$ cat src/rtl/mux2_rr_arbiter_if.sv
// ---------------------------------------------------------------------------
// mux2_rr_arbiter_if
// Bundles the two requester channels, the grant/select outputs and the
// downstream valid/ready handshake of the two-way round-robin arbiter.
//
// Signals:
//   req0/req1   requester requests (held high while data is pending)
//   d0/d1       requester data, WIDTH bits
//   lock0/lock1 burst-lock requests (only when MUX2_ARB_LOCK_EN is defined)
//   gnt0/gnt1   one-hot grants (or both low)
//   s           datapath mux select (0 = d0, 1 = d1)
//   out_data    selected data, out_valid / out_ready downstream handshake
//
// Modports:
//   master  requester/downstream side (drives requests, data and ready)
//   slave   arbiter side
//
// Optional feature macro: MUX2_ARB_LOCK_EN
// ---------------------------------------------------------------------------
interface mux2_rr_arbiter_if #(
    parameter int WIDTH = 8
);
    logic             req0;
    logic             req1;
    logic [WIDTH-1:0] d0;
    logic [WIDTH-1:0] d1;
`ifdef MUX2_ARB_LOCK_EN
    logic             lock0;
    logic             lock1;
`endif
    logic             gnt0;
    logic             gnt1;
    logic             s;
    logic [WIDTH-1:0] out_data;
    logic             out_valid;
    logic             out_ready;

    modport master (
        output req0, req1, d0, d1, out_ready,
`ifdef MUX2_ARB_LOCK_EN
        output lock0, lock1,
`endif
        input  gnt0, gnt1, s, out_data, out_valid
    );

    modport slave (
        input  req0, req1, d0, d1, out_ready,
`ifdef MUX2_ARB_LOCK_EN
        input  lock0, lock1,
`endif
        output gnt0, gnt1, s, out_data, out_valid
    );
endinterface

$ cat src/rtl/mux2_rr_arbiter.sv
// ---------------------------------------------------------------------------
// mux2_rr_arbiter
// Two-requester round-robin arbiter driving a 2:1 data mux. A grant lasts
// until the holder drops its request or MAX_BURST beats have been accepted;
// the next grant is then handed over on the same edge (no idle cycle).
// Under contention the requester that was not granted last wins.
//
// Ports:
//   clk    rising-edge clock
//   rst_n  asynchronous active-low reset
//   bus    mux2_rr_arbiter_if.slave (requests, data, grants, select,
//          out_data/out_valid/out_ready handshake)
//
// Parameters:
//   WIDTH      data width (default 8)
//   MAX_BURST  beats per grant, 1..255 (default 4)
//
// Optional feature macro: MUX2_ARB_LOCK_EN -- adds lock0/lock1; while the
// granted requester holds its lock the burst limit is ignored and only a
// dropped request ends the grant.
// ---------------------------------------------------------------------------
module mux2_rr_arbiter #(
    parameter int WIDTH     = 8,
    parameter int MAX_BURST = 4
) (
    input  logic                  clk,
    input  logic                  rst_n,
    mux2_rr_arbiter_if.slave      bus
);

    typedef enum logic [1:0] {
        IDLE = 2'd0,
        G0   = 2'd1,
        G1   = 2'd2
    } state_t;

    localparam logic [7:0] LAST_BEAT = 8'(MAX_BURST - 1);

    // Round-robin pick: a lone requester wins; with both requesting, the one
    // that is not `last` wins.
    function automatic logic pick_winner(input logic r0, input logic r1,
                                         input logic last);
        logic w;
        if (r0 && r1) begin
            w = ~last;
        end else begin
            w = r1;
        end
        return w;
    endfunction

    state_t           state_r;
    state_t           state_nxt_s;
    logic             last_r;
    logic             s_r;
    logic [7:0]       cnt_r;
    logic             winner_s;
    logic             any_req_s;
    logic             accept_s;
    logic             valid_s;
    logic             release_s;
    logic             grant_s;
    logic             lock_s;
    logic [WIDTH-1:0] out_data_s;

    // Lock qualifier for the current grant holder.
    always_comb begin
`ifdef MUX2_ARB_LOCK_EN
        lock_s = ((state_r == G0) && bus.lock0) || ((state_r == G1) && bus.lock1);
`else
        lock_s = 1'b0;
`endif
    end

    // Handshake and datapath: valid follows the holder's request, data is a
    // pure mux on the registered select.
    always_comb begin
        valid_s  = ((state_r == G0) && bus.req0) || ((state_r == G1) && bus.req1);
        accept_s = valid_s && bus.out_ready;
        if (s_r) begin
            out_data_s = bus.d1;
        end else begin
            out_data_s = bus.d0;
        end
    end

    // Next-state logic: release decision, then hand-over to the winner.
    always_comb begin
        state_nxt_s = state_r;
        release_s   = 1'b0;
        grant_s     = 1'b0;
        any_req_s   = bus.req0 || bus.req1;
        winner_s    = pick_winner(bus.req0, bus.req1, last_r);
        case (state_r)
            IDLE: begin
                release_s = 1'b1;
            end
            G0: begin
                if (!bus.req0 || (accept_s && (cnt_r == LAST_BEAT) && !lock_s)) begin
                    release_s = 1'b1;
                end else begin
                    release_s = 1'b0;
                end
            end
            G1: begin
                if (!bus.req1 || (accept_s && (cnt_r == LAST_BEAT) && !lock_s)) begin
                    release_s = 1'b1;
                end else begin
                    release_s = 1'b0;
                end
            end
            default: begin
                release_s = 1'b1;
            end
        endcase
        // IDLE counts as "released": it grants as soon as anyone asks.
        if (release_s && any_req_s) begin
            grant_s     = 1'b1;
            state_nxt_s = winner_s ? G1 : G0;
        end else if (release_s) begin
            state_nxt_s = IDLE;
        end else begin
            state_nxt_s = state_r;
        end
    end

    // State, round-robin history, select and beat counter registers.
    always_ff @(posedge clk or negedge rst_n) begin
        if (!rst_n) begin
            state_r <= IDLE;
            last_r  <= 1'b1;
            s_r     <= 1'b0;
            cnt_r   <= 8'd0;
        end else begin
            state_r <= state_nxt_s;
            if (grant_s) begin
                cnt_r  <= 8'd0;
                last_r <= winner_s;
                s_r    <= winner_s;
            end else if (accept_s) begin
                cnt_r <= cnt_r + 8'd1;
            end else begin
                cnt_r <= cnt_r;
            end
        end
    end

    assign bus.gnt0      = (state_r == G0);
    assign bus.gnt1      = (state_r == G1);
    assign bus.s         = s_r;
    assign bus.out_valid = valid_s;
    assign bus.out_data  = out_data_s;

endmodule

$ cat src/flat_wrapper.sv
// flat-port wrapper written by rule: the top's interface ports become plain ports
module mux2_rr_arbiter_flat 
#(
    parameter int WIDTH     = 8,
    parameter int MAX_BURST = 4
)
  (clk, rst_n, bus_req0, bus_req1, bus_d0, bus_d1, bus_out_ready, bus_gnt0, bus_gnt1, bus_s, bus_out_data, bus_out_valid);
  mux2_rr_arbiter_if #(.WIDTH(WIDTH)) bus_i ();
  input  logic clk;
  input  logic rst_n;
  input wire logic [$bits(bus_i.req0)-1:0] bus_req0;
  input wire logic [$bits(bus_i.req1)-1:0] bus_req1;
  input wire logic [$bits(bus_i.d0)-1:0] bus_d0;
  input wire logic [$bits(bus_i.d1)-1:0] bus_d1;
  input wire logic [$bits(bus_i.out_ready)-1:0] bus_out_ready;
  output wire logic [$bits(bus_i.gnt0)-1:0] bus_gnt0;
  output wire logic [$bits(bus_i.gnt1)-1:0] bus_gnt1;
  output wire logic [$bits(bus_i.s)-1:0] bus_s;
  output wire logic [$bits(bus_i.out_data)-1:0] bus_out_data;
  output wire logic [$bits(bus_i.out_valid)-1:0] bus_out_valid;
  assign bus_i.req0 = bus_req0;
  assign bus_i.req1 = bus_req1;
  assign bus_i.d0 = bus_d0;
  assign bus_i.d1 = bus_d1;
  assign bus_i.out_ready = bus_out_ready;
  assign bus_gnt0 = bus_i.gnt0;
  assign bus_gnt1 = bus_i.gnt1;
  assign bus_s = bus_i.s;
  assign bus_out_data = bus_i.out_data;
  assign bus_out_valid = bus_i.out_valid;
  mux2_rr_arbiter #(.WIDTH(WIDTH), .MAX_BURST(MAX_BURST)) u_core (.clk(clk), .rst_n(rst_n), .bus(bus_i));
endmodule
$ cat config.mk
export PLATFORM = sky130hd
export DESIGN_NAME = mux2_rr_arbiter_flat
export DESIGN_NICKNAME = d
export VERILOG_FILES = /design/src/rtl/mux2_rr_arbiter_if.sv /design/src/rtl/mux2_rr_arbiter.sv /design/src/flat_wrapper.sv
export SDC_FILE = /design/constraint.sdc
export NUM_CORES = 1
export LEC_CHECK = 0
export CAP_MARGIN = 20
export CORE_UTILIZATION = 42
export CTS_CLUSTER_DIAMETER = 30
export DETAILED_ROUTE_END_ITERATION = 6
export PLACE_DENSITY = 0.82
export SKIP_CTS_REPAIR_TIMING = 1
export SLEW_MARGIN = 40
export SYNTH_ARGS = -nofsm -noshare
export SYNTH_HDL_FRONTEND = slang
export SYNTH_SLANG_ARGS = --single-unit
$ cat constraint.sdc
create_clock -name clk -period 2.7 [get_ports clk]
set_clock_uncertainty 0.05 [all_clocks]
set_input_delay 0.27 -clock clk [delete_from_list [all_inputs] [get_ports clk]]
set_output_delay 0.27 -clock clk [all_outputs]
set_load 0.01 [all_outputs]
==> results of run 1 <==
## final cells by class
| type | instances | area (um^2) |
|---|---|---|
| fillers | 155 | 596 |
| repair buffers | 32 | 320 |
| clock buffers | 4 | 26.3 |
| well taps | 25 | 31.3 |
| inverters | 5 | 18.8 |
| flip-flops and latches | 12 | 302 |
| multi-input cells | 65 | 470 |
## flip-flops by register name, indices dropped and copies added, names as in the netlist
| signal | count |
|---|---|
| u_core.bus.s | 1 |
| u_core.cnt_r | 8 |
| u_core.last_r | 1 |
| u_core.state_r | 2 |
## Yosys cell counts, types with 2 or more instances
cell type	instances	share of area (%)
ha_1	3	4.6
clkbuf_1	2	0.93
mux2_2	8	11
and3_1	2	1.5
o21ai_0	2	1.2
dfrtp_1	11	34
a21oi_1	3	1.9
xnor2_1	3	3.2
nor2_1	15	7.0
xor2_1	4	4.3
inv_1	5	2.3
nand2_1	6	2.8
nand3_1	5	3.1
## cell families after synthesis
group / after synthesis / share of synthesized area [%]
compound gates: 17 / 18.2
xor+xnor: 7 / 7.57
fa+ha+maj: 3 / 4.64
buf+inv: 8 / 4.64
flops: 12 / 37.2
mux: 8 / 11.1
simple gates: 30 / 16.5
## critical path, delay by kind of cell, from the launching register on
family / cells / cell delay (ps)
buf+inv: 2 / 650
compound gates: 1 / 220
fa+ha+maj: 1 / 330
flops: 1 / 410
## through the flow
stage	setup slack (ps)	hold slack, ps
floorplan	654	-75.6
global placement	508	481
detailed placement	466	499
CTS	515	299
global route	424	332
finish	496	281
## routing by layer
| metal | vias to the layer above | routed length [um] | track usage [%] |
|---|---|---|---|
| li1 | 371 | - | - |
| met1 | 364 | 826 | 25.9 |
| met2 | 21 | 964 | 31.8 |
| met3 | 4 | 105 | 6.75 |
| met4 | 0 | 22 | 5.29 |
| met5 | - | 0 | 0 |
## power breakdown
part	switching, W	internal (W)
Combinational	0.000246	0.000302
Clock	0.0000601	0.0000573
Sequential	0.0000504	0.000221
Total	0.000357	0.000581
## path summary, 6_finish.rpt
check | start | end | slack, ps | depth (start not counted)
max reg2reg | u_core.state_r[0] | u_core.state_r[0] | 630 | 7
min reg2reg | u_core.cnt_r[7] | u_core.cnt_r[7] | 510 | 2
min | rst_n | u_core.cnt_r[4] | 280 | 1
max | u_core.state_r[0] | bus_out_valid | 500 | 4
max in group asynchronous | rst_n | u_core.last_r | 1950 | 1
min in group clk | u_core.cnt_r[7] | u_core.cnt_r[7] | 510 | 2
==> metrics.txt, run 1 <==
status finished, final reports clean; sequential area share after synthesis 37.2%; CTS tree built; HP Class primary input to async pin; CP Launch Type flop; unrepaired setup endpoints after global routing false; WL final 1920 um; Crit path required time 2380 ps; via count 760; die area 2110 um^2; first-pass GRT wire length 2930 um; Synth cell types 29; Syn Std Cell Area 810 um^2; cell area after layout 1170 um^2; worst slew pin tran 522 ps; most common cell after layout, fill and taps aside clkdlybuf4s50_1; Die Wd 45.9 um; Cells after DPL 139; final cell count without fillers 143; period utilization 81.6%; share of cells above drive strength 1 14.4%; starting density of the core 45.9%; final setup TNS 0 ps; Max clock buf depth 2; num ports 33; vias in the first global route 633; Net Count, Synth 109; Mapped Cells 85; drt pass-1 iters 4; clock root buffer clkbuf_4; Reg clk slew, reported paths 80 ps; Power, Total 0.000938 W; Placement Cell Area 1140 um^2; FP Rows 15; H-tree Lvls 1; vias per cell 5.31; leakage 0.478 nW; syn avg cell area 9.52 um^2; synth warn 0; Buffers on Ports 32; DRC 0; cell breakdown of the critical path inv_1 > ha_1 > a22o_4 > clkdlybuf4s50_1; post-synthesis async set-or-reset flop share 100%; largest net degree at the start of global routing 13; DP HPWL 1460 um; drt wl/cell 13.4 um; # clock sinks 12; Max IR drop VDD 608 uV; number of routed nets with antenna violations 0; Global Route Usage Sum 20.0%; Worst-Skew Late Latency 280 ps; CP max stage delay 570 ps; Crit. End Element primary output; GP Congestion 0.904; minimum clock period 2200 ps; Fin. Hold Viols 0; final core occ 66.2%; critical path arrival 1880 ps; max-cap viol count 0; CP max stage cell clkdlybuf4s50_1; Slew headroom 65.1%; Post-synth EDFFs 0; Main synth FF type dfrtp_1; crit path max fanout 8; WS Path Type flop to primary output; setup violators final 0; Fmax 454 MHz; CTS buffer count 3; #FFs+latches synth 12; Pwr per Cell Area 803 nW/um^2; n_diodes 0; drt initial violations 16; Slew Limit Fails 0; initial antenna violation count 0; commonest cells after routing, fill and taps aside 32 x clkdlybuf4s50_1, 15 x nor2_1, 11 x dfrtp_1, 8 x mux2_2, 6 x nand2_1; area grow syn2layout 44.4%; core area 1760 um^2; Die Y 45.9 um; global route overflow 0; final net count 143
Note: power is estimated with default switching activity, not from simulation.
==> run 2, diff against run 1 <==
--- a/config.mk
+++ b/config.mk
@@ -6,10 +6,10 @@
 export NUM_CORES = 1
 export LEC_CHECK = 0
 export CAP_MARGIN = 20
-export CORE_UTILIZATION = 42
+export CORE_UTILIZATION = 38
 export CTS_CLUSTER_DIAMETER = 30
 export DETAILED_ROUTE_END_ITERATION = 6
-export PLACE_DENSITY = 0.82
+export PLACE_DENSITY = 0.79
 export SKIP_CTS_REPAIR_TIMING = 1
 export SLEW_MARGIN = 40
 export SYNTH_ARGS = -nofsm -noshare
==> constraint.sdc (replaced) <==
create_clock -name clk -period 2 [get_ports clk]
set_clock_uncertainty 0.05 [all_clocks]
set_input_delay 0.2 -clock clk [delete_from_list [all_inputs] [get_ports clk]]
set_output_delay 0.2 -clock clk [all_outputs]
set_load 0.01 [all_outputs]
==> run 2 against run 1 <==
Worst hold slack worse by 59 ps. Sequential share of layout area decreased by 0.73 points. Sequential cell count unchanged. Via count rose by 1.2%. Critical endpoint unchanged.
==> metrics.txt, run 2 (synthesized netlist as in run 1, its figures left out) <==
status finished, final reports clean; unrepaired setup endpoints after global routing false; WL met1 878 um; most common cell after layout, fill and taps aside clkdlybuf4s50_1; final setup TNS 0 ps; largest registers u_core.cnt_r (8), u_core.state_r (2); drt pass-1 iters 4; DP HPWL 1440 um; vias per cell 5.20; CP Launch Type flop; worst slew pin tran 545 ps; Die Wd 48.2 um; WL final 1850 um; Slew headroom 63.5%; global route overflow 0; period utilization 96.8%; Clk network pwr share 14.8%; Global Route Usage Sum 18.0%; cell count of the worst reg-to-reg path 7; R2R setup slack 90 ps; Pwr per Cell Area 1100 nW/um^2; Crit. End Element primary output; CTS buffer count 3; cell area after layout 1210 um^2; Fmax 517 MHz; setup violators final 0; Max clock buf depth 2; WS Path Type flop to primary output; switching share of total power 36.9%; Crit path required time 1750 ps; crit path max fanout 5; clock root buffer clkbuf_4; Placement Cell Area 1170 um^2; n_diodes 0; via count 769; DR WL met2 848 um; critical path arrival 1690 ps; max reg flops 8; commonest cells after routing, fill and taps aside 32 x clkdlybuf4s50_1, 15 x nor2_1, 10 x dfrtp_1, 8 x mux2_2, 6 x nand2_1; final net count 146; Most flops, register u_core.cnt_r; crit-path leading delay family buffers and inverters; core area 1980 um^2; share of cells above drive strength 1 19.0%; DRC 0; # clock sinks 12; DR top layer met4; drt wl/cell 12.5 um; met3 wire length 106 um; drt initial violations 36; H-tree Lvls 1; CTS tree built; CP max stage delay 510 ps; Fin. Hold Viols 0; leakage 0.496 nW; Buffers on Ports 32; initial antenna violation count 0; first-pass GRT wire length 2790 um; FP Rows 16; cell breakdown of the critical path inv_1 > ha_2 > a22o_4 > clkdlybuf4s50_1; Reg clk slew, reported paths 80 ps; Worst R2R Start u_core.state_r[0]; WHS 223 ps; num ports 33; CP max stage cell clkdlybuf4s50_1; P_sw 0.000489 W; number of routed nets with antenna violations 0; Max IR drop VDD 707 uV; Int Pwr 0.000837 W; sequential power share 28.0%; largest net degree at the start of global routing 13; HP Class primary input to async pin; area grow syn2layout 49.2%; die area 2320 um^2; starting density of the core 40.8%; vias in the first global route 593; max-cap viol count 0; minimum clock period 1940 ps; Slew Limit Fails 0; R2R Path End u_core.state_r[0]; Worst-Skew Late Latency 270 ps; Die Y 48.2 um; GP Congestion 0.786; crit path launch u_core.state_r[0]; Power, Total 0.00133 W; Comb pwr share 57.2%; Buf/Inv on CP 2
run 2: how the worst max path moves through the flow:
stage,end,slack (ps),depth (start not counted)
after floorplan,u_core.state_r[0],40,8
after global placement,u_core.state_r[0],100,6
after detailed placement,u_core.state_r[0],70,6
after CTS,bus_out_data[6],-50,2
after global routing,bus_out_valid,7,4
final,bus_out_valid,60,4
run 2: final cells by class:
class / instances / area (um^2)
Fill cell: 166 / 774
Multi-Input combinational cell: 65 / 473
Timing Repair Buffer: 35 / 343
Sequential cell: 12 / 303
Clock buffer: 4 / 36.3
Tap cell: 27 / 33.8
Inverter: 5 / 18.8
run 2: worst register-to-register path, stage by stage, from the launching register on:
cell and delay, ps:
dfrtp_1 380, inv_1 70, ha_2 190, a22o_4 270, and3_4 210, a41o_4 240
or3_1 350, o311ai_1 70
run 2: power by group through the flow:
stage / registers (W) / logic (W) / clock network, W
after floorplan: 0.000337 / 0.000479 / 0
after detailed placement: 0.000374 / 0.000753 / 0
after CTS: 0.000370 / 0.000760 / 0.000203
after global routing: 0.000380 / 0.000822 / 0.000221
final: 0.000371 / 0.000759 / 0.000196
after global placement: 0.000371 / 0.000738 / 0
run 2: through the flow:
| stage | util, % | setup WS, ps | cells |
|---|---|---|---|
| after floorplan | - | 37.7 | 85 |
| after CTS | 60.9 | -54.5 | 148 |
| after detailed placement | 59.0 | 68.9 | 144 |
| final | 60.9 | 64.8 | 148 |
| after global routing | 60.9 | 6.88 | 148 |
| after global placement | 59.0 | 99.0 | 144 |
run 2: per-layer routing:
metal  GRT usage, %  up-vias
li1               -      380
met1           28.5      357
met2           22.9       30
met3           5.56        2
met4           5.00        0
met5              0        -
